### src/rtl/vram_text_arbiter.sv
// vram_text_arbiter
// Shares the single-port, synchronous-read text VRAM between a row burst
// into an internal line buffer and a host on a req/ack handshake. The burst
// runs during hsync of each line that starts a character row. The display
// path reads cells from the line buffer, so it never touches the RAM port.
// Build option: define VRAM_TEXT_ARBITER_READBACK_EN to add host reads
// (i_host_we, o_host_rdata and the HOST_RD state).
//
// state   | meaning
// --------+-------------------------------------------------------------
// IDLE    | RAM port free; a fetch (new or pending) beats the host
// FETCH   | one row read per cycle, column counter advancing
// DRAIN   | last fetched word lands in the line buffer
// HOST    | host address on the RAM port; we=1 for a write
// HOST_RD | host read data captured and acked (readback builds only)

module vram_text_arbiter #(
  parameter int COLS   = 80,
  parameter int ROWS   = 30,
  parameter int CELL_W = 8,
  parameter int CELL_H = 16,
  parameter int ADDR_W = 12,
  parameter int DATA_W = 16
) (
  input  logic              i_clk,
  input  logic              i_rst,
  input  logic              i_hs,
  input  logic              i_blanking,
  input  logic [9:0]        i_x,
  input  logic [8:0]        i_y,
  output logic [DATA_W-1:0] o_cell,
  output logic              o_cell_valid,
  input  logic              i_host_req,
  input  logic [ADDR_W-1:0] i_host_addr,
  input  logic [DATA_W-1:0] i_host_wdata,
`ifdef VRAM_TEXT_ARBITER_READBACK_EN
  input  logic              i_host_we,
  output logic [DATA_W-1:0] o_host_rdata,
`endif
  output logic              o_host_ack,
  output logic [ADDR_W-1:0] o_ram_addr,
  output logic              o_ram_we,
  output logic [DATA_W-1:0] o_ram_wdata,
  input  logic [DATA_W-1:0] i_ram_rdata
);

  localparam int               COL_W    = (COLS > 1) ? $clog2(COLS) : 1;
  localparam int               CW_SH    = $clog2(CELL_W);
  localparam int               CH_SH    = $clog2(CELL_H);
  localparam logic [8:0]       VBLANK_Y = 9'(ROWS * CELL_H - 1);
  localparam logic [9:0]       COLS_X   = 10'(COLS);
  localparam logic [COL_W-1:0] LAST_COL = COL_W'(COLS - 1);

  typedef enum logic [2:0] {
    S_IDLE,
    S_FETCH,
    S_DRAIN,
    S_HOST
`ifdef VRAM_TEXT_ARBITER_READBACK_EN
    , S_HOST_RD
`endif
  } state_t;

  state_t              state, state_nxt;
  logic                hs_q;
  logic                trigger;
  logic                fetch_pending;
  logic [COL_W-1:0]    col;
  logic                col_last;
  logic [ADDR_W-1:0]   row_base;
  logic [ADDR_W-1:0]   row_base_nxt;
  logic                lb_wr;
  logic [COL_W-1:0]    lb_wr_col;
  logic                host_wr;
  logic                host_busy;
  logic                in_fetch;
  logic [9:0]          x_col;
  logic [COL_W-1:0]    rd_idx;
  logic [DATA_W-1:0]   linebuf [COLS];

`ifdef VRAM_TEXT_ARBITER_READBACK_EN
  assign host_wr   = i_host_we;
  assign host_busy = (state == S_HOST) || (state == S_HOST_RD);
`else
  assign host_wr   = 1'b1;
  assign host_busy = (state == S_HOST);
`endif

  // hsync falling edge on a row-start line; the clamped vblank line is excluded
  assign trigger      = hs_q && !i_hs && (i_y[CH_SH-1:0] == '0) && (i_y != VBLANK_Y);
  assign row_base_nxt = ADDR_W'(i_y >> CH_SH) * ADDR_W'(COLS);
  assign in_fetch     = (state == S_FETCH) || (state == S_DRAIN);
  assign col_last     = (col == LAST_COL);
  assign x_col        = i_x >> CW_SH;
  assign rd_idx       = COL_W'(x_col);

  // State register
  always_ff @(posedge i_clk or posedge i_rst) begin
    if (i_rst) state <= S_IDLE;
    else       state <= state_nxt;
  end

  // Next state and RAM port drive; only FETCH and HOST put an address out
  always_comb begin
    state_nxt   = state;
    o_ram_addr  = '0;
    o_ram_we    = 1'b0;
    o_ram_wdata = '0;
    case (state)
      S_IDLE: begin
        if (trigger || fetch_pending) state_nxt = S_FETCH;
        else if (i_host_req)          state_nxt = S_HOST;
      end
      S_FETCH: begin
        o_ram_addr = row_base + ADDR_W'(col);
        if (col_last) state_nxt = S_DRAIN;
      end
      S_DRAIN: state_nxt = S_IDLE;
      S_HOST: begin
        o_ram_addr = i_host_addr;
        o_ram_we   = host_wr;
        if (host_wr) o_ram_wdata = i_host_wdata;
`ifdef VRAM_TEXT_ARBITER_READBACK_EN
        state_nxt = host_wr ? S_IDLE : S_HOST_RD;
`else
        state_nxt = S_IDLE;
`endif
      end
`ifdef VRAM_TEXT_ARBITER_READBACK_EN
      S_HOST_RD: state_nxt = S_IDLE;
`endif
      default: state_nxt = S_IDLE;
    endcase
  end

  // Fetch bookkeeping, pending flag and host acknowledge
  always_ff @(posedge i_clk or posedge i_rst) begin
    if (i_rst) begin
      hs_q          <= 1'b0;
      fetch_pending <= 1'b0;
      col           <= '0;
      row_base      <= '0;
      lb_wr         <= 1'b0;
      lb_wr_col     <= '0;
      o_host_ack    <= 1'b0;
`ifdef VRAM_TEXT_ARBITER_READBACK_EN
      o_host_rdata  <= '0;
`endif
    end else begin
      hs_q <= i_hs;
      // A burst in flight keeps its row; otherwise latch it (also for a pending fetch)
      if (trigger && !in_fetch) row_base <= row_base_nxt;
      if (trigger && host_busy)                         fetch_pending <= 1'b1;
      else if (state == S_IDLE && state_nxt == S_FETCH) fetch_pending <= 1'b0;
      if (state == S_FETCH && !col_last) col <= col + 1'b1;
      else                               col <= '0;
      lb_wr      <= (state == S_FETCH);
      lb_wr_col  <= col;
`ifdef VRAM_TEXT_ARBITER_READBACK_EN
      o_host_ack <= (state == S_HOST && host_wr) || (state == S_HOST_RD);
      if (state == S_HOST_RD) o_host_rdata <= i_ram_rdata;
`else
      o_host_ack <= (state == S_HOST);
`endif
    end
  end

  // Line buffer fill: read data for column c arrives the cycle after its address
  always_ff @(posedge i_clk) begin
    if (lb_wr) linebuf[lb_wr_col] <= i_ram_rdata;
  end

  // Display path: one-cycle registered lookup of the cell under the pixel
  always_ff @(posedge i_clk or posedge i_rst) begin
    if (i_rst) begin
      o_cell       <= '0;
      o_cell_valid <= 1'b0;
    end else begin
      o_cell_valid <= ~i_blanking;
      o_cell       <= (x_col < COLS_X) ? linebuf[rd_idx] : '0;
    end
  end

endmodule

### config.mk
export PLATFORM = sky130hd
export DESIGN_NAME = vram_text_arbiter
export DESIGN_NICKNAME = d
export VERILOG_FILES = /design/src/rtl/vram_text_arbiter.sv
export SDC_FILE = /design/constraint.sdc
export NUM_CORES = 1
export LEC_CHECK = 0
export ABC_AREA = 1
export CORE_UTILIZATION = 32
export DETAILED_ROUTE_END_ITERATION = 10
export PLACE_DENSITY_LB_ADDON = 0.08
export SLEW_MARGIN = 20
export SYNTH_ARGS = -nofsm -noshare
export SYNTH_HDL_FRONTEND = slang
export SYNTH_SLANG_ARGS = --single-unit
### constraint.sdc
create_clock -name i_clk -period 2.2 [get_ports i_clk]
set_clock_uncertainty 0.05 [all_clocks]
set_input_delay 0.55 -clock i_clk [delete_from_list [all_inputs] [get_ports i_clk]]
set_output_delay 0.55 -clock i_clk [all_outputs]
set_load 0.05 [all_outputs]
==> metrics.cfg <==
[run_status]
outcome=finished with violations
violations=setup timing

[power_and_ir_drop]
seqPwrFrac=0.494
comb_power_share=0.080
power_frac_clock=0.426
p_leak_nw=25.9
p_per_area_mw_per_mm2=824
p_sw_w=0.0137
power.total_w=0.0564
sw_frac_of_total=0.243
internal_power_w=0.0427
ir_drop_mv=0.680

[critical_path]
crit_path_end_kind=output pin
cp.depth=8
path_buf_inv=1
crit_arrival_ns=2.44
critPathMaxStageDelay_ns=0.39
critPathSlowestCell=dfrtp_1
path_class=reg2out
cp_cell_sequence=ha_2 > fa_2 > nand2_2 > nand2_2 > nand3_2 > o21bai_1 > a32o_2 > buf_12
reg2reg_depth=7
crit_required_ns=1.60
path_delay_family=adder cells
crit_top_cell=nand2_2
critPathMaxFanout=2
cp-start-kind=register

[final_layout]
multi_input_area_sq_mm=0.0132
regArea_sq_mm=0.0396
finalNetCount=5413
fill_cells=16200
drive_gt1_frac=0.149
final_common_cell=nand2_1
final_cell_mix=1428 x nand2_1, 1280 x edfxtp_1, 751 x nand3_1
synthToLayoutAreaGrowth_pct=24.6
fin_util=0.403

[worst_hold_path]
worstHoldPathType=in2reg
whs_path_depth=1

[cts]
cts_tree=done
cts_root_buffer=clkbuf_16
clockBufferDepth=3
clock-sinks=1326
cts_buffers=154
clock_latency_ns=0.79
cts.clk_slew.worst_paths_ns=0.06
cts.htree.levels=4

[grt]
grt.total_usage=0.204
first_global_vias=36400
grt_start_max_net_pins=81
antenna_found_initial=6
grt_pass1_wl_mm=259
grt-ovfl-total=0

[floorplan]
die-area_sq_mm=0.173
die_w_microns=416
fp.dieH_microns=416
start_util=0.323
num_rows=151
core_area_sq_mm=0.170
ioPinCount=115

[timing]
finalMaxSlewViolations=0
max_freq_mhz=329
final.min_clock_period_ns=3.04
rsz0062_at_grt=true
fin_crit_sh=1.38
setup_viol=29
relSlewSlack=0.582
tightestPinTransition_ns=0.627
hold_violations=0
setup_slack_ns=-0.841
timing.setup.tns_ns=-14.40

[place]
gp_congestion=0.831
hpwlAfterDp_mm=111
place_ws_ns=-1.00
port_buffers=111

[synthesis]
synth_flop_cell=edfxtp_1
ys_seq_elements=1326
synth-edff-count=1280
synth_nets=4962
synthCells=4882
ys_types=35
synthArstFlopShare=0.0347
syn-cell-area_sq_mm=0.0549
synth_area_per_cell_sq_um=11.3
ys_seq_area_frac=0.721
ys_warn_count=0

[drt]
wirelength_mm=177
ant_nets=0
drt_iter0_drc=2800
vias=36800
vias_per_cell=4.80
avgRoutedWirePerCell_microns=23.0
detail_route.first_pass.iterations=6
drc=0

[flow_run]
cap_viol_max_count=0

[registers in the layout (all words and copies together), names as in the netlist]
signal / count
linebuf: 1280
hs_q: 1
lb_wr: 1
o_cell_valid: 1
o_cell: 16
state: 3
col: 7
lb_wr_col: 7
row_base: 8
o_host_ack: 1
fetch_pending: 1
[metrics by stage]
stage	hold slack (ns)	cells	area, sq um
global placement	0.314	7374	63300
global route	0.0817	7671	68500
CTS	0.0592	7671	68500
finish	0.123	7674	68500
detailed placement	0.318	7374	63300
floorplan	0.304	4882	55000
[worst register-to-register path, cell delays in order, from the launching register on]
cell,delay [ns]
dfrtp_1,0.49
inv_1,0.14
nor3_1,0.23
buf_4,0.15
nand2_1,0.04
buf_4,0.22
nor2_1,0.23
buf_12,0.21
[synthesized netlist by cell type (4+ instances only)]
master,n,share of area
buf_4,29,0.0040
nor3_1,10,0.00091
clkinv_1,4,0.00027
a21oi_1,18,0.0016
nor2_1,467,0.032
dfrtp_1,46,0.021
ha_1,10,0.0023
inv_1,305,0.021
edfxtp_1,1280,0.70
clkbuf_1,70,0.0048
o211ai_1,48,0.0066
o21ai_0,178,0.016
a32o_1,4,0.00073
nand3_1,753,0.069
buf_2,146,0.013
o221ai_1,16,0.0026
nand2_1,1433,0.098
o21ai_1,6,0.00055
a22o_1,4,0.00064
buf_1,32,0.0022
[power groups by stage]
| stage | clock network [W] | registers [W] | logic, W |
|---|---|---|---|
| floorplan | 0 | 0.0285 | 0.00184 |
| global placement | 0 | 0.0284 | 0.00449 |
| detailed placement | 0 | 0.0284 | 0.00448 |
| CTS | 0.0247 | 0.0279 | 0.00456 |
| global route | 0.0256 | 0.0279 | 0.00486 |
| finish | 0.0240 | 0.0279 | 0.00449 |
[logic make-up after synthesis]
family | Yosys count | synth area share
XOR/XNOR | 2 | 0.000319
AND/OR/NAND/NOR | 2670 | 0.200
AO/OA/AOI/OAI | 280 | 0.0299
other | 1 | 0.0000683
adder cells (fa/ha/maj) | 12 | 0.00301
buffers and inverters | 591 | 0.0458
flip-flops | 1326 | 0.721
[timing repair]
item	CTS	global route
gates resized for setup	82	9
pin swaps	13	9
hold buffers	3	0
gates cloned	2	0
buffers inserted	16	2
hold endpoints to repair	23	0
setup endpoints to repair	35	51
[worst paths after layout]
check,from,end,slack (ns)
setup / recovery,col[4]$_DFF_PP0_,o_ram_addr[10],-0.84
hold / removal,i_ram_rdata[5],linebuf[58][5]$_DFFE_PP_,0.12
setup reg to reg,lb_wr_col[1]$_DFF_PP0_,linebuf[70][3]$_DFFE_PP_,0.13
hold reg to reg,col[3]$_DFF_PP0_,lb_wr_col[3]$_DFF_PP0_,0.33
max in group asynchronous,i_rst,o_cell[0]$_DFF_PP0_,1.06
min in group asynchronous,i_rst,hs_q$_DFF_PP0_,0.51
[area by class of cell]
cell class,count,area share
multi-input combinational,2965,0.192
clock inverter,79,0.00950
timing repair buffer,574,0.103
sequential,1326,0.578
clock buffer,197,0.0594
inverter,312,0.0175
antenna,3,0.000110
tap,2218,0.0405
[routing by layer]
| metal | GRT usage | part of all wire | up-vias |
|---|---|---|---|
| met3 | 0.0254 | 0.035 | 197 |
| li1 | - | - | 17600 |
| met1 | 0.284 | 0.47 | 18300 |
| met4 | 0.0482 | 0.018 | 0 |
| met5 | 0 | 0 | - |
| met2 | 0.338 | 0.48 | 691 |
Power figures use the tool's default switching activity.
